File: config.mk
export PLATFORM = sky130hd
export DESIGN_NAME = decoder_scan_n
export DESIGN_NICKNAME = d
export VERILOG_FILES = /design/src/rtl/decoder_pkg.sv /design/src/rtl/decoder_scan_n_dwell_counter.sv /design/src/rtl/decoder_scan_n.sv
export SDC_FILE = /design/constraint.sdc
export NUM_CORES = 1
export LEC_CHECK = 0
export CAP_MARGIN = 20
export CORE_ASPECT_RATIO = 0.9
export CORE_MARGIN = 10
export CORE_UTILIZATION = 24
export CTS_CLUSTER_DIAMETER = 60
export DETAILED_ROUTE_END_ITERATION = 10
export PLACE_DENSITY = 0.56
export SLEW_MARGIN = 0
export SYNTH_ARGS = -nofsm -noshare
export SYNTH_HDL_FRONTEND = slang
export SYNTH_SLANG_ARGS = --single-unit
File: constraint.sdc
create_clock -name clk -period 4.46 [get_ports clk]
set_input_delay 1.115 -clock clk [delete_from_list [all_inputs] [get_ports clk]]
set_output_delay 1.115 -clock clk [all_outputs]
set_load 0.03 [all_outputs]
File: src/rtl/decoder_pkg.sv
// Shared types and helpers for the scanning one-hot decoder.
package decoder_pkg;

    localparam logic MODE_DIRECT = 1'b0;
    localparam logic MODE_SCAN   = 1'b1;

    localparam int unsigned MAX_N    = 8;
    localparam int unsigned MAX_OUTS = 256;

    typedef enum logic [1:0] {
        IDLE   = 2'd0,
        DIRECT = 2'd1,
        SCAN   = 2'd2
    } state_t;

    // One-hot of sel within the low outs bits; codes >= outs give all-zero.
    function automatic logic [MAX_OUTS-1:0] onehot(input logic [MAX_N-1:0] sel,
                                                   input int unsigned outs);
        logic [MAX_OUTS-1:0] r;
        r = '0;
        if (32'(sel) < outs) begin
            r[sel] = 1'b1;
        end
        return r;
    endfunction

endpackage

File: src/rtl/decoder_scan_n_dwell_counter.sv
// Dwell counter: counts inc cycles modulo DIV and flags the last one with tick.
module dwell_counter #(
    parameter int unsigned DIV = 4
) (
    input  logic clk,
    input  logic rst,
    input  logic clr,
    input  logic inc,
    output logic tick
);

    localparam int unsigned W = (DIV > 1) ? $clog2(DIV) : 1;

    logic [W-1:0] dcnt;

    assign tick = inc && (dcnt == W'(DIV - 1));

    // clr takes priority so a load can restart the dwell on any edge
    always_ff @(posedge clk or posedge rst) begin
        if (rst) begin
            dcnt <= '0;
        end else if (clr) begin
            dcnt <= '0;
        end else if (inc) begin
            dcnt <= tick ? '0 : dcnt + W'(1);
        end
    end

endmodule

File: src/rtl/decoder_scan_n.sv
// N-to-OUTS one-hot decoder with registered outputs, direct load and auto-scan modes.
module decoder_scan_n
    import decoder_pkg::*;
#(
    parameter int unsigned N    = 3,
    parameter int unsigned OUTS = 8,
    parameter int unsigned DIV  = 4
) (
    input  logic            clk,
    input  logic            rst,
    input  logic            en,
    input  logic            mode,
    input  logic            load_valid,
    input  logic [N-1:0]    load_idx,
    output logic            load_ready,
    output logic [OUTS-1:0] w,
    output logic [N-1:0]    idx,
    output logic            wrap,
    output logic            err
);

    state_t       state;
    logic         accept;
    logic         legal;
    logic         last;
    logic         clr;
    logic         inc;
    logic         tick;
    logic [N-1:0] nxt_idx;

    // Operating state is decoded from en/mode every cycle
    always_comb begin
        state = IDLE;
        if (en) begin
            state = (mode == MODE_SCAN) ? SCAN : DIRECT;
        end
    end

    assign load_ready = en;
    assign accept     = load_valid && en;
    assign legal      = 32'(load_idx) < OUTS;
    assign last       = idx == N'(OUTS - 1);
    assign nxt_idx    = last ? '0 : idx + N'(1);

    // A load always beats a scan step; an illegal load restarts the dwell only while scanning
    assign clr = accept && (legal || state == SCAN);
    assign inc = (state == SCAN) && !accept;

    dwell_counter #(
        .DIV (DIV)
    ) u_dwell (
        .clk  (clk),
        .rst  (rst),
        .clr  (clr),
        .inc  (inc),
        .tick (tick)
    );

    always_ff @(posedge clk or posedge rst) begin
        if (rst) begin
            idx  <= '0;
            w    <= '0;
            wrap <= 1'b0;
            err  <= 1'b0;
        end else begin
            wrap <= 1'b0;
            err  <= 1'b0;
            case (state)
                DIRECT, SCAN: begin
                    if (accept && legal) begin
                        idx <= load_idx;
                        w   <= OUTS'(onehot(MAX_N'(load_idx), OUTS));
                    end else if (accept) begin
                        err <= 1'b1;
                        w   <= OUTS'(onehot(MAX_N'(idx), OUTS));
                    end else if (tick) begin
                        idx  <= nxt_idx;
                        w    <= OUTS'(onehot(MAX_N'(nxt_idx), OUTS));
                        wrap <= last;
                    end else begin
                        w <= OUTS'(onehot(MAX_N'(idx), OUTS));
                    end
                end
                default: begin
                    w <= '0;
                end
            endcase
        end
    end

endmodule

==> metrics.md, run 1 <==
| Metric | Value |
|---|---|
| Final HPWL DP | `1627 um` |
| Most congested layer reported by global routing | `met2` |
| CTS sink cnt | `14` |
| Fraction of layout cells with a size suffix above 1 | `6.731%` |
| Capture instance of the worst register-to-register path | `w[1]$_DFF_PP0_` |
| Result of the run | `finished clean` |
| Post-Route WL | `2072 um` |
| Met2 usage | `10.03%` |
| Post-CTS Setup Repair Bufs | `0` |
| Number of synthesis warnings | `0` |
| Synth async-reset ratio | `100.0%` |
| Global placer's final weighted congestion | `0.7869` |
| F_max | `280.1 MHz` |
| Nets in the synthesized netlist | `97` |
| Post-synthesis cell type count | `34` |
| Number of instances in the synthesized netlist | `86` |
| Average instance area after synthesis | `9.951 um^2` |
| Post-CTS clock slew at the launch and capture registers of the worst setup and hold paths | `50 ps` |
| Initial detailed-routing violation count | `79` |
| Final setup violating endpoints | `0` |
| First-pass iteration count of the detailed router | `4` |
| Die area | `6358 um^2` |
| Initial Util | `25.15%` |
| Share of Yosys cell area claimed by the top area cell type | `40.94%` |
| Number of enable flip-flop cells after synthesis | `0` |
| First-pass GRT wire length | `3381 um` |
| Worst-case headroom to the max-slew limit | `65.87%` |
| Maximum VDD drop | `0.00006800 V` |
| Die width | `82.95 um` |
| R2R Setup Slk | `2560 ps` |
| Post-detailed-route count of antenna-violating nets | `0` |
| Core Rows | `20` |
| Vias per cell | `5.176` |
| Cell with the most instances after synthesis | `dfrtp_1` |
| Resize count post-CTS | `0` |
| Final worst-path cycle share | `80.05%` |
| Register bit count reported by yosys | `14` |
| Max Buffers Root-to-Sink | `2` |
| CP max FO | `17` |
| Post-route minimum period | `3570 ps` |
| Area growth from synthesis to final layout | `30.85%` |
| Overall global routing resource usage | `6.135%` |
| Total congestion overflow after global routing | `0` |
| Count of buffers inserted at the top-level ports | `20` |
| Final standard cell area without fillers | `1120 um^2` |
| Total clock buffers created by CTS | `3` |
| Largest area contributor in the netlist | `dfrtp_1` |
| Unrepaired setup endpoints after global routing | `false` |
| Clock tree from TritonCTS | `yes` |
| Actual transition at the worst max-transition pin | `511.4 ps` |
| Hold Path Class | `reg -> reg` |
| Top Ports | `22` |
| Number of antenna repair diodes | `0` |
| Hold-fix buffers, CTS | `0` |
| Skew-Pair Late Insertion Delay | `240 ps` |
| Sequential cell area fraction in the yosys report | `40.94%` |
| Endpoint type of the worst setup path | `output port` |
| Max-slew violations | `0` |
| Via count | `766` |
| Routed wire per std cell | `14.00 um` |
| PwrDens | `321.4 nW/um^2` |
| Largest net degree at the start of global routing | `18` |
| Largest cells by area after synthesis | `dfrtp_1, o311a_1, ha_1` |
| Vertical extent of the die | `76.65 um` |
| Number of global-route vias before repair | `688` |
| Critical Path Source Type | `primary input` |
| Arrival time reported for the critical path endpoint | `2460 ps` |
| Fin Clk Skew | `9.118 ps` |
| Count of nets after finishing | `117` |
| Max-cap violation count | `0` |
| Leak Pwr | `0.4627 nW` |
| End point of the most critical hold path | `u_dwell.dcnt[1]$_DFFE_PP0P_` |
| Area of placed instances | `1079 um^2` |
| Worst reg-to-reg path cell count | `5` |
| Crit path kind | `in -> out` |
| Reg-to-reg critical path startpoint | `idx[0]$_DFFE_PP0P_` |
| Cell area after synthesis | `855.8 um^2` |
| Worst hold path depth | `1` |
| Routing usage on met3 | `2.534%` |
| Number of hold-slack violations in the final timing report | `0` |
| Met1 GRT Util | `7.164%` |
| Endpoint required time on the critical path | `3350 ps` |
| Number of fill cells | `362` |
| Total negative setup slack | `0 ps` |
| Residual DRC | `0` |
| Number of antenna violations at the first check in global routing | `0` |
| Predominant post-synthesis flop cell | `dfrtp_1` |
| Min-Delay Startpoint | `u_dwell.dcnt[1]$_DFFE_PP0P_` |
| Commonest cells post-synth | `dfrtp_1, nor2_1, inv_1` |
| Depth of the CTS H-tree | `1` |
| CTS Root Cell | `clkbuf_8` |
| Area of the core | `3403 um^2` |
==> where the power goes <==
part           internal [mW]  leakage [nW]  switching (mW)  total, mW
logic                 0.0453         0.260          0.0633      0.109
registers              0.137         0.181          0.0146      0.152
clock network         0.0595        0.0216          0.0400     0.0995
==> cell type report <==
| type | count | area (um^2) | share of cell area (%) |
|---|---|---|---|
| inverters | 5 | 18.77 | 1.676 |
| repair buffers | 21 | 207.7 | 18.55 |
| multi-input cells | 61 | 446.7 | 39.89 |
| clock buffers | 3 | 41.29 | 3.687 |
| flip-flops and latches | 14 | 350.3 | 31.29 |
| well taps | 44 | 55.05 | 4.916 |
==> registers in the layout, indices dropped and copies added (netlist names) <==
register      count
w                 8
wrap              1
idx               3
u_dwell.dcnt      2
==> layer usage <==
layer | wire length (um) | up-vias
met5 | 0 | -
met4 | 8 | 0
met3 | 154 | 2
met2 | 981 | 34
met1 | 928 | 359
li1 | - | 371
==> how the worst max path moves through the flow <==
stage | start | to | slack, ps | depth (start not counted)
final | en | load_ready | 890 | 3
after global routing | en | load_ready | 860 | 3
after CTS | en | load_ready | 890 | 3
after detailed placement | en | load_ready | 890 | 3
after global placement | en | load_ready | 890 | 3
after floorplan | en | load_ready | 2090 | 1
==> critical path, cell delays in order <==
cell and delay (ps):
clkdlybuf4s50_1 450, buf_4 190, clkdlybuf4s50_1 690
==> placed cells by master (no fill, tap or decap), drive strengths merged, types with 2 or more instances in the layout <==
cell type / count
a22o: 2
and3b: 2
clkdlybuf4s50: 20
o21ai: 7
o32ai: 2
o311a: 4
ha: 3
nor4b: 3
o31ai: 2
inv: 5
mux2i: 3
clkbuf: 3
dfrtp: 14
a311oi: 4
nor3: 3
nand2: 3
nor2: 6
o22ai: 2
a21oi: 4
==> cell families after synthesis <==
| logic type | after synthesis | share of synthesized area (%) |
|---|---|---|
| AO/OA/AOI/OAI | 29 | 24.42 |
| AND/OR/NAND/NOR | 25 | 19.44 |
| flip-flops | 14 | 40.94 |
| buffers and inverters | 11 | 6.871 |
| multiplexers | 3 | 3.509 |
| adder cells (fa/ha/maj) | 3 | 4.386 |
| other | 1 | 0.4382 |
==> through the flow <==
step | power [mW] | hold slack (ps) | util, % | std cells | worst slack (ps)
after floorplan | 0.2217 | 469.8 | - | 86 | 2085
after global placement | 0.2603 | 494.9 | 31.69 | 145 | 888.1
after detailed placement | 0.2624 | 500.3 | 31.69 | 145 | 887.4
after CTS | 0.3610 | 515.2 | 32.90 | 148 | 887.2
after global routing | 0.3761 | 545.9 | 32.90 | 148 | 860.5
final | 0.3599 | 526.4 | 32.90 | 148 | 890.0
No activity file was read; power rests on OpenSTA's default activity.
==> run 2, diff against run 1 <==
Settings changed: PLACE_DENSITY 0.56 to 0.58.
Clock period 4.46 ns to 2.93 ns, I/O delays scaled along.
==> run 2 against run 1 <==
  * Flip-flop and latch count unchanged
  * Global-route usage up 0.94 points
  * Hold slack worse by 24 ps
  * Final area up 0.45%
  * Critical path depth down 1
  * Largest power group unchanged
==> metrics.md, run 2 (synthesis gave the netlist of run 1 again) <==
| Metric | Value |
|---|---|
| Reg-to-reg critical path startpoint | `idx[0]$_DFFE_PP0P_` |
| Routed wire per std cell | `14.12 um` |
| Unrepaired setup endpoints after global routing | `false` |
| Crit path kind | `in -> out` |
| CP cell instances | `clkdlybuf4s50_1, buf_4` |
| Post-CTS clock slew at the launch and capture registers of the worst setup and hold paths | `50 ps` |
| Total negative setup slack | `0 ps` |
| Combinational Power Share | `30.5%` |
| Cells after DPL | `146` |
| Max Buffers Root-to-Sink | `2` |
| Area of placed instances | `1084 um^2` |
| Buffering stage count on the worst path with inverters included | `2` |
| Area growth from synthesis to final layout | `31.43%` |
| CTS Root Cell | `clkbuf_8` |
| Die width | `82.95 um` |
| Commonest non-fill, non-tap cell in the layout | `clkdlybuf4s50_1` |
| Total congestion overflow after global routing | `0` |
| Count of nets after finishing | `118` |
| CP delay by family, top | `buffers and inverters` |
| F_max | `427.5 MHz` |
| Switching pwr | `176.5 uW` |
| Fraction of layout cells with a size suffix above 1 | `8.571%` |
| Proportion of power drawn by the clock network | `27.0%` |
| Final hold slack | `502.0 ps` |
| Final HPWL DP | `1689 um` |
| Number of hold-slack violations in the final timing report | `0` |
| Post-CTS Setup Repair Bufs | `0` |
| Endpoint required time on the critical path | `2200 ps` |
| P_int | `368.7 uW` |
| Worst-case headroom to the max-slew limit | `66.30%` |
| Largest Register | `w` |
| Largest registers | `w (8), idx (3), u_dwell.dcnt (2)` |
| Count of buffers inserted at the top-level ports | `20` |
| Initial Util | `25.15%` |
| Final worst-path cycle share | `79.83%` |
| CTS sink cnt | `14` |
| Actual transition at the worst max-transition pin | `502.4 ps` |
| Hold-fix buffers, CTS | `0` |
| Number of antenna violations at the first check in global routing | `0` |
| Final standard cell area without fillers | `1125 um^2` |
| Residual DRC | `0` |
| PwrDens | `484.7 nW/um^2` |
| Number of antenna repair diodes | `0` |
| Clock tree from TritonCTS | `yes` |
| Share of the core filled with cells in the final layout | `33.05%` |
| Start point of the critical path | `en` |
| Initial detailed-routing violation count | `100` |
| Post-route minimum period | `2339 ps` |
| Sw frac | `32.38%` |
| Largest net degree at the start of global routing | `15` |
| CP max FO | `11` |
| Critical Path Slowest Stage Cell | `clkdlybuf4s50_1` |
| Vias per cell | `5.067` |
| Hold Path Class | `reg -> reg` |
| Total clock buffers created by CTS | `3` |
| Longest individual stage delay on the worst path | `650 ps` |
| Leak Pwr | `0.4684 nW` |
| Commonest cells after routing, fill and taps aside | `clkdlybuf4s50_1, dfrtp_1, nor2_1` |
| Post-Route WL | `2104 um` |
| R2R Setup Slk | `1000 ps` |
| Top Ports | `22` |
| Result of the run | `finished clean` |
| Layout Cells excl Fill | `149` |
| Die area | `6358 um^2` |
| Global placer's final weighted congestion | `0.8554` |
| Max-cap violation count | `0` |
| Post-detailed-route count of antenna-violating nets | `0` |
| Fin Clk Skew | `2.352 ps` |
| First-pass iteration count of the detailed router | `4` |
| Final setup violating endpoints | `0` |
| Sequential power share | `42.5%` |
| Via count | `755` |
| First-pass GRT wire length | `3836 um` |
| Min-Delay Startpoint | `u_dwell.dcnt[1]$_DFFE_PP0P_` |
| Number of flip-flops under the largest register name | `8` |
| Vertical extent of the die | `76.65 um` |
| Core Rows | `20` |
| Critical Path Source Type | `primary input` |
| Skew-Pair Late Insertion Delay | `240 ps` |
| Area of the core | `3403 um^2` |
| Resize count post-CTS | `0` |
| Overall global routing resource usage | `7.078%` |
| Maximum VDD drop | `0.0001283 V` |
| Arrival time reported for the critical path endpoint | `1610 ps` |
| Depth of the CTS H-tree | `1` |
| Number of global-route vias before repair | `747` |
| Endpoint type of the worst setup path | `output port` |
| Max-slew violations | `0` |
-- run 2: cell types whose count changed in the layout (fill, tap and decap cells not counted) --
cell	change
clkdlybuf4s50_1	-1
buf_4	+2
-- run 2: metal layers --
| layer | vias up | GRT usage (%) | part of all wire, % |
|---|---|---|---|
| li1 | 368 | - | - |
| met1 | 347 | 8.827 | 45 |
| met2 | 36 | 10.57 | 46 |
| met4 | 0 | 3.061 | 1.2 |
| met5 | - | 0 | 0 |
| met3 | 4 | 2.640 | 7.7 |
-- run 2: final timing paths --
kind,cells past startpoint,to
worst max-delay path,2,load_ready
worst min-delay path,1,u_dwell.dcnt[1]$_DFFE_PP0P_
worst max register to register,5,w[3]$_DFF_PP0_
worst min register to register,1,u_dwell.dcnt[1]$_DFFE_PP0P_
max in group asynchronous,2,w[5]$_DFF_PP0_
min in group asynchronous,2,w[1]$_DFF_PP0_
-- run 2: power groups by stage --
| stage | sequential (mW) | combinational, mW | clock, mW |
|---|---|---|---|
| 5_1_grt | 0.234 | 0.187 | 0.166 |
| 3_3_place_gp | 0.234 | 0.164 | 0 |
| 4_1_cts | 0.231 | 0.167 | 0.153 |
| 6_report | 0.231 | 0.166 | 0.147 |
| 3_5_place_dp | 0.234 | 0.167 | 0 |
| 2_1_floorplan | 0.252 | 0.0859 | 0 |
-- run 2: area by class of cell --
| class | count | area, um^2 |
|---|---|---|
| repair buffers | 22 | 212.7 |
| inverters | 5 | 18.77 |
| flip-flops and latches | 14 | 350.3 |
| well taps | 44 | 55.05 |
| multi-input cells | 61 | 446.7 |
| clock buffers | 3 | 41.29 |
| fillers | 360 | 2278 |
-- run 2: through the flow --
step           total power, mW  setup WS, ps
2_1_floorplan           0.3375          1178
3_3_place_gp            0.3974         592.0
3_5_place_dp            0.4010         543.9
4_1_cts                 0.5504         580.3
5_1_grt                 0.5868         513.3
6_report                0.5453         590.9
-- run 2: worst register-to-register path, cell delays in order (launching register included) --
cell and delay (ps):
dfrtp_1 530, ha_1 280, ha_1 220, a211oi_1 470, a311oi_1 170, o32ai_1 150
==> run 3, diff against run 2 <==
Clock period 2.93 ns to 2.1 ns, I/O delays scaled along.
==> run 3 against run 2 <==
  * Final cell count grew 3.4%
  * Routed wire length grew 12%
  * Largest cell class unchanged
  * Critical endpoint unchanged
  * Via count grew 4.8%
  * Total power grew 54%
==> metrics.md, run 3 (synthesis gave the netlist of run 1 again) <==
| Metric | Value |
|---|---|
| Result of the run | `finished clean` |
| Final standard cell area without fillers | `1181 um^2` |
| CTS Root Cell | `clkbuf_8` |
| Post-CTS Setup Repair Bufs | `0` |
| Crit path kind | `in -> out` |
| Overall global routing resource usage | `7.112%` |
| Sw frac | `32.53%` |
| Number of global-route vias before repair | `771` |
| Actual transition at the worst max-transition pin | `522.8 ps` |
| Worst-case headroom to the max-slew limit | `65.11%` |
| Endpoint required time on the critical path | `1570 ps` |
| Count of buffers inserted at the top-level ports | `20` |
| CP max FO | `16` |
| Number of hold-slack violations in the final timing report | `0` |
| Final HPWL DP | `1831 um` |
| Switching pwr | `273.5 uW` |
| Number of antenna violations at the first check in global routing | `0` |
| Maximum VDD drop | `0.0001533 V` |
| Share of the core filled with cells in the final layout | `34.71%` |
| Number of antenna repair diodes | `0` |
| Initial Util | `25.15%` |
| F_max | `524.4 MHz` |
| Arrival time reported for the critical path endpoint | `1380 ps` |
| Total congestion overflow after global routing | `0` |
| Area of placed instances | `1126 um^2` |
| Total negative setup slack | `0 ps` |
| Post-detailed-route count of antenna-violating nets | `0` |
| Post-Route WL | `2364 um` |
| Sequential power share | `36.3%` |
| Die area | `6358 um^2` |
| Largest net degree at the start of global routing | `17` |
| Die width | `82.95 um` |
| Max Buffers Root-to-Sink | `2` |
| Routed wire per std cell | `15.35 um` |
| Largest Register | `w` |
| Via count | `791` |
| Final setup violating endpoints | `0` |
| Residual DRC | `0` |
| Commonest cells after routing, fill and taps aside | `clkdlybuf4s50_1, dfrtp_1, nor2_1, buf_4, inv_1` |
| Clock tree from TritonCTS | `yes` |
| Combinational Power Share | `32.3%` |
| Initial detailed-routing violation count | `154` |
| P_int | `567.4 uW` |
| Area of the core | `3403 um^2` |
| Commonest non-fill, non-tap cell in the layout | `clkdlybuf4s50_1` |
| Leak Pwr | `0.4996 nW` |
| Vertical extent of the die | `76.65 um` |
| Max-cap violation count | `0` |
| CTS sink cnt | `14` |
| Fraction of layout cells with a size suffix above 1 | `12.73%` |
| Area growth from synthesis to final layout | `38.01%` |
| Vias per cell | `5.136` |
| Global placer's final weighted congestion | `0.8900` |
| Total clock buffers created by CTS | `3` |
| Post-CTS clock slew at the launch and capture registers of the worst setup and hold paths | `50 ps` |
| Resize count post-CTS | `0` |
| Top Ports | `22` |
| Core Rows | `20` |
| Count of nets after finishing | `122` |
| Hold Path Class | `reg -> reg` |
| Hold-fix buffers, CTS | `0` |
| Proportion of power drawn by the clock network | `31.5%` |
| Number of flip-flops under the largest register name | `8` |
| Skew-Pair Late Insertion Delay | `250 ps` |
| Post-route minimum period | `1907 ps` |
| Unrepaired setup endpoints after global routing | `false` |
| Largest registers | `w (8), idx (3), u_dwell.dcnt (2)` |
| Max-slew violations | `0` |
| Critical Path Source Type | `primary input` |
| Endpoint type of the worst setup path | `output port` |
| Final worst-path cycle share | `90.81%` |
| First-pass GRT wire length | `3877 um` |
| First-pass iteration count of the detailed router | `4` |
| PwrDens | `711.9 nW/um^2` |
| Fin Clk Skew | `7.644 ps` |
| Depth of the CTS H-tree | `1` |
[run 3: per-layer routing]
metal	GRT usage (%)	up-vias	share of wire, %
met5	0	-	0
met3	3.062	6	7.4
met1	8.434	367	44
li1	-	379	-
met2	11.34	39	47
met4	2.041	0	1.3
[run 3: final timing paths]
kind                                                   from                           to  slack [ps]  cells past startpoint
min in group asynchronous                               rst               w[7]$_DFF_PP0_         610                      2
max in group asynchronous                               rst               w[0]$_DFF_PP0_        1130                      2
worst min register to register  u_dwell.dcnt[1]$_DFFE_PP0P_  u_dwell.dcnt[1]$_DFFE_PP0P_         510                      1
worst max register to register           idx[0]$_DFFE_PP0P_               w[1]$_DFF_PP0_         360                      5
worst max-delay path                                     en                   load_ready         190                      3
worst min-delay path            u_dwell.dcnt[1]$_DFFE_PP0P_  u_dwell.dcnt[1]$_DFFE_PP0P_         510                      1
[run 3: per-stage QoR]
| step | worst slack (ps) | hold WS, ps | power [mW] | std cells |
|---|---|---|---|---|
| global route | 147.8 | 534.1 | 0.8890 | 154 |
| finish | 193.0 | 513.8 | 0.8409 | 154 |
| detailed placement | 112.4 | 502.5 | 0.5803 | 150 |
| floorplan | 347.7 | 414.2 | 0.4709 | 86 |
| global placement | 94.88 | 492.5 | 0.5739 | 150 |
| CTS | 179.5 | 517.0 | 0.8465 | 154 |
[run 3: power by group through the flow]
stage          Sequential [mW]  Combinational [mW]  Clock (mW)
6_report                 0.305               0.271       0.265
5_1_grt                  0.307               0.295       0.287
4_1_cts                  0.305               0.270       0.271
3_5_place_dp             0.310               0.270           0
3_3_place_gp             0.310               0.264           0
2_1_floorplan            0.351               0.120           0
[run 3: area by class of cell]
type | count | area, um^2
inverters | 5 | 18.77
multi-input cells | 61 | 446.7
flip-flops and latches | 14 | 350.3
repair buffers | 26 | 255.2
fillers | 369 | 2222
well taps | 44 | 55.05
clock buffers | 4 | 55.05
[run 3: critical path: stages]
cell and delay [ps]:
clkdlybuf4s50_1 540, buf_12 160, buf_4 160
==> RTL edit 1, RTL diff (flow settings as in run 3) <==
`OUTS`: 8 -> 9.
--- a/src/rtl/decoder_scan_n.sv
+++ b/src/rtl/decoder_scan_n.sv
@@ -3,7 +3,7 @@
     import decoder_pkg::*;
 #(
     parameter int unsigned N    = 3,
-    parameter int unsigned OUTS = 8,
+    parameter int unsigned OUTS = 9,
     parameter int unsigned DIV  = 4
 ) (
     input  logic            clk,
Ports: changed (resized w); port bits go from 22 to 23. The function was not compared with the original's and may differ.
==> RTL edit 1 against run 3 <==
  * Via count is 8.8% higher
  * Power is 0.48% lower
  * Sequential power is 2% higher
  * Global-route usage is 0.23 points higher
  * Setup slack worse by 89 ps
  * Routed wire length is 0.17% higher
  * Synthesized area is 2.8% higher
  * Synthesized cell count is 17% higher
  * Sequential cell count stayed put
  * Core utilization is 0.068 points lower
  * Final area is 1.3% higher
  * Critical path type is now flop to output port
  * Largest cell class unchanged
  * Largest power group unchanged
==> RTL edit 1: results (changes against run 3) <==
- Vias per inst: 5.095 (was 5.136)
- Via count: 861 (was 791)
- Cell variety after synth: 37 (was 34)
- Cells on worst reg2reg path: 6 (was 5)
- First-pass GRT wire length: 3981 um (was 3877 um)
- Static leakage: 0.5152 nW (was 0.4996 nW)
- Detail Placement HPWL: 1842 um (was 1831 um)
- Gr usage total: 7.338% (was 7.112%)
- Sequential cell area fraction in the yosys report: 39.83% (was 40.94%)
- Adder-Cell Fraction of Synth Area: 4.267% (was 4.386%)
- Initial antenna violation count: 0 (unchanged)
- XOR/XNOR Fraction of Synth Area: 0% (unchanged)
- Flop2flop setup slack: 170 ps (was 360 ps)
- Synth Flop Type: dfrtp_1 (unchanged)
- Critical Path AT: 1470 ps (was 1380 ps)
- GP Congestion: 0.8428 (was 0.8900)
- Synth area leaders: dfrtp_1 40%, nor2_1 4.7%, ha_1 4.3% (was dfrtp_1 41%, o311a_1 4.7%, ha_1 4.4%)
- Status: completed (unchanged)
- Routed len/inst: 14.01 um (was 15.35 um)
- Die area: 0.006490 mm2 (was 0.006358 mm2)
- Complex-gate fraction of the synthesized area: 21.76% (was 24.42%)
- Max-slew headroom: 61.50% (was 65.11%)
- Post-Syn Area per Cell: 8.709 um2 (was 9.951 um2)
- Initial DRC count: 54 (was 154)
- Fmax: 501.1 MHz (was 524.4 MHz)
- Hold Slack: 521.4 ps (was 513.8 ps)
- Inst Count DP: 165 (was 150)
- Vias in the first global route: 814 (was 771)
- Share of layout cells above drive strength 1: 12.00% (was 12.73%)
- Number of diodes: 0 (unchanged)
- Setup TNS Final: 0 ps (unchanged)
- Commonest cells post-synth: 14 x dfrtp_1, 11 x nor2_1, 8 x nand2_1 (was 14 x dfrtp_1, 6 x nor2_1, 5 x inv_1)
- Crit-path max cell delay: 730 ps (was 540 ps)
- Place WS: 40.42 ps (was 112.4 ps)
- Placed cell areas: 0.001141 mm2 (was 0.001126 mm2)
- Worst VDD drop: 0.0002716 V (was 0.0001533 V)
- Setup crit start: idx[1]$_DFFE_PP0P_ (was en)
- HP Start: u_dwell.dcnt[1]$_DFFE_PP0P_ (unchanged)
- Clock skew: 3.960 ps (was 7.644 ps)
- Nets@finish: 137 (was 122)
- Post-synthesis mux area share: 2.418% (was 3.509%)
- Worst-path maximum fanout: 8 (was 16)
- Capturing element of the worst setup path: idx[1] (was load_ready)
- Critical R2R Capture: w[7]$_DFF_PP0_ (was w[1]$_DFF_PP0_)
## RTL edit 1: cell types whose count changed after synthesis, sizes merged, moves of 3 or more
| cell | change |
|---|---|
| o311a | -3 |
| nand2 | +5 |
| nor2 | +5 |
| a311oi | -3 |
| a21oi | +3 |
| a221oi | +3 |
| o21ai | -3 |
| nand3 | +4 |
## RTL edit 1: area by class of cell
class	instances	area, um2
Tap cell	44	55.05
Inverter	6	22.52
Multi-Input combinational cell	73	455.4
Clock buffer	4	55.05
Timing Repair Buffer	28	257.7
Sequential cell	14	350.3
Fill cell	367	2257
## RTL edit 1: report_power, final
part,total [mW],internal (mW),switching [mW]
clock network,0.265,0.166,0.0985
logic,0.262,0.106,0.155
registers,0.310,0.292,0.0185
## RTL edit 1: metal layers
layer | routed length [um] | global-route usage (%) | up-vias
met2 | 1033 | 11.18 | 50
li1 | - | - | 413
met5 | 0 | 0 | -
met3 | 240 | 3.236 | 5
met1 | 1066 | 8.810 | 393
met4 | 27 | 3.010 | 0
==> RTL edit 2, RTL diff (settings of run 3) <==
Without the edit above. Add an input register stage for `mode`, with the module's reset; this delays it by one clock. The other inputs are not delayed to match. Comments in the files are not updated.
--- a/src/rtl/decoder_scan_n.sv
+++ b/src/rtl/decoder_scan_n.sv
@@ -19,6 +19,16 @@
     output logic            err
 );
 
+    logic mode_q;
+
+    always_ff @(posedge clk or posedge rst) begin
+        if (rst) begin
+            mode_q <= '0;
+        end else begin
+            mode_q <= mode;
+        end
+    end
+
     state_t       state;
     logic         accept;
     logic         legal;
@@ -32,7 +42,7 @@
     always_comb begin
         state = IDLE;
         if (en) begin
-            state = (mode == MODE_SCAN) ? SCAN : DIRECT;
+            state = (mode_q == MODE_SCAN) ? SCAN : DIRECT;
         end
     end
 
Formal check against the unedited RTL: same outputs for any inputs over 4 cycles, from zero or initial values and one cycle with rst high; that may be too few to reach the edited logic, so the function may still have changed.
==> RTL edit 2 against run 3 <==
  * First-iteration DRC count shrank 66%
  * Critical endpoint is now idx[0]
  * Synthesized cell count grew 4.7%
  * Core utilization shrank 0.11 points
  * Final cell count grew 3.2%
  * Sequential cell count grew 1
  * Synthesized area grew 1.8%
  * Setup slack lost 62 ps
  * Sequential power grew 7.2%
  * Final area grew 0.42%
  * Power shrank 2.5%
  * Routed wire length shrank 1.2%
==> RTL edit 2: results (changes against run 3) <==
- Sequential cell area fraction in the yosys report: 43.10% (was 40.94%)
- Largest net degree at the start of global routing: 16 (was 17)
- Synth Flop Type: dfrtp_1 (unchanged)
- Layout fillers: 356 (was 369)
- Post-synthesis async set-or-reset flop share: 100.0% (unchanged)
- Commonest cells post-synth: 15 x dfrtp_1, 8 x o21ai_0, 6 x nand2_1 (was 14 x dfrtp_1, 6 x nor2_1, 5 x inv_1)
- NetSw: 0.2657 mW (was 0.2735 mW)
- Vias per inst: 5.132 (was 5.136)
- CP max stage cell: clkdlybuf4s50_1 (unchanged)
- Cell variety after synth: 31 (was 34)
- Worst-Margin Slew: 558.9 ps (was 522.8 ps)
- Place WS: 69.66 ps (was 112.4 ps)
- Adder-Cell Fraction of Synth Area: 4.310% (was 4.386%)
- DRT Pass-1 Iters: 4 (unchanged)
- Inst Count DP: 155 (was 150)
- Static leakage: 0.5042 nW (was 0.4996 nW)
- Clk buf depth: 2 (unchanged)
- Total wire length: 2335 um (was 2364 um)
- Gr usage total: 7.274% (was 7.112%)
- Clock skew: 1.788 ps (was 7.644 ps)
- Htree depth: 1 (unchanged)
- Cts bufs inserted: 3 (unchanged)
- Share of layout cells above drive strength 1: 11.30% (was 12.73%)
- Startpoint type of the worst setup path: flop (was input pin)
- DRC viols: 0 (unchanged)
- Worst VDD drop: 0.0002728 V (was 0.0001533 V)
- XOR/XNOR Fraction of Synth Area: 0% (unchanged)
- Crit path max-delay family: buffers and inverters (unchanged)
- Detail Placement HPWL: 1855 um (was 1831 um)
- Via count: 816 (was 791)
- Cells on worst reg2reg path: 6 (was 5)
- Flop2flop setup slack: 300 ps (was 360 ps)
- Largest regs: w: 8 flops, idx: 3 flops, u_dwell.dcnt: 2 flops (unchanged)
- Post-synthesis mux area share: 3.448% (was 3.509%)
- Worst-path maximum fanout: 8 (was 16)
- Cells after Synth: 90 (was 86)
- Root Driver: clkbuf_8 (unchanged)
- Placed cell areas: 0.001141 mm2 (was 0.001126 mm2)
- Status: completed (unchanged)
- Worst Hold Endpoint: u_dwell.dcnt[1]$_DFFE_PP0P_ (unchanged)
- Hold Slack: 495.7 ps (was 513.8 ps)
- First-pass GRT wire length: 3988 um (was 3877 um)
- Vias in the first global route: 848 (was 771)
- Initial antenna violation count: 0 (unchanged)
- Synth area leaders: dfrtp_1 43%, o21ai_0 4.6%, o311a_1 4.6% (was dfrtp_1 41%, o311a_1 4.7%, ha_1 4.4%)
- Hold path depth: 2 (was 1)
- GP Congestion: 0.8767 (was 0.8900)
- Initial DRC count: 52 (was 154)
- Post_cts resized: 0 (unchanged)
- Nets@finish: 127 (was 122)
- Critical R2R Capture: w[7]$_DFF_PP0_ (was w[1]$_DFF_PP0_)
- Complex-gate fraction of the synthesized area: 23.42% (was 24.42%)
- Crit-path max cell delay: 730 ps (was 540 ps)
- Number of diodes: 0 (unchanged)
- Syn nets: 101 (was 97)
-- RTL edit 2: cell families after synthesis --
logic type      after synthesis
flops                        15
compound gates               29
buf+inv                      12
mux                           3
fa+ha+maj                     3
simple gates                 27
other cells                   1
-- RTL edit 2: layout make-up --
class | instances | area [um2] | share of cell area, %
Clock buffer | 4 | 45.04 | 3.797
Multi-Input combinational cell | 63 | 430.4 | 36.29
Inverter | 4 | 15.01 | 1.266
Timing Repair Buffer | 29 | 265.3 | 22.36
Sequential cell | 15 | 375.4 | 31.65
Tap cell | 44 | 55.05 | 4.641
-- RTL edit 2: power groups by stage --
stage	sequential [mW]	combinational [mW]	clock, mW
2_1_floorplan	0.365	0.126	0
5_1_grt	0.331	0.288	0.252
3_3_place_gp	0.332	0.258	0
6_report	0.327	0.264	0.228
4_1_cts	0.328	0.264	0.233
3_5_place_dp	0.333	0.263	0
-- RTL edit 2: how the worst max path moves through the flow --
stage | end | slack (ps) | cells past startpoint
global placement | idx[1]$_DFFE_PP0P_ | 110 | 5
detailed placement | idx[1]$_DFFE_PP0P_ | 70 | 5
CTS | idx[0] | 120 | 1
finish | idx[0] | 130 | 1
floorplan | w[7]$_DFF_PP0_ | 340 | 5
global route | idx[0] | 60 | 1
-- RTL edit 2: worst register-to-register path: cells and delay by family (launching register included) --
kind	cells	cell delay, ps
flip-flops	1	460
AO/OA/AOI/OAI	3	600
buffers and inverters	1	170
adder cells (fa/ha/maj)	2	470
-- RTL edit 2: routing by layer --
layer | up-vias | global-route usage [%] | share of wire (%)
li1 | 387 | - | -
met3 | 4 | 2.323 | 7.1
met1 | 390 | 8.259 | 43
met5 | - | 0 | 0
met4 | 0 | 2.676 | 0.90
met2 | 35 | 12.42 | 49
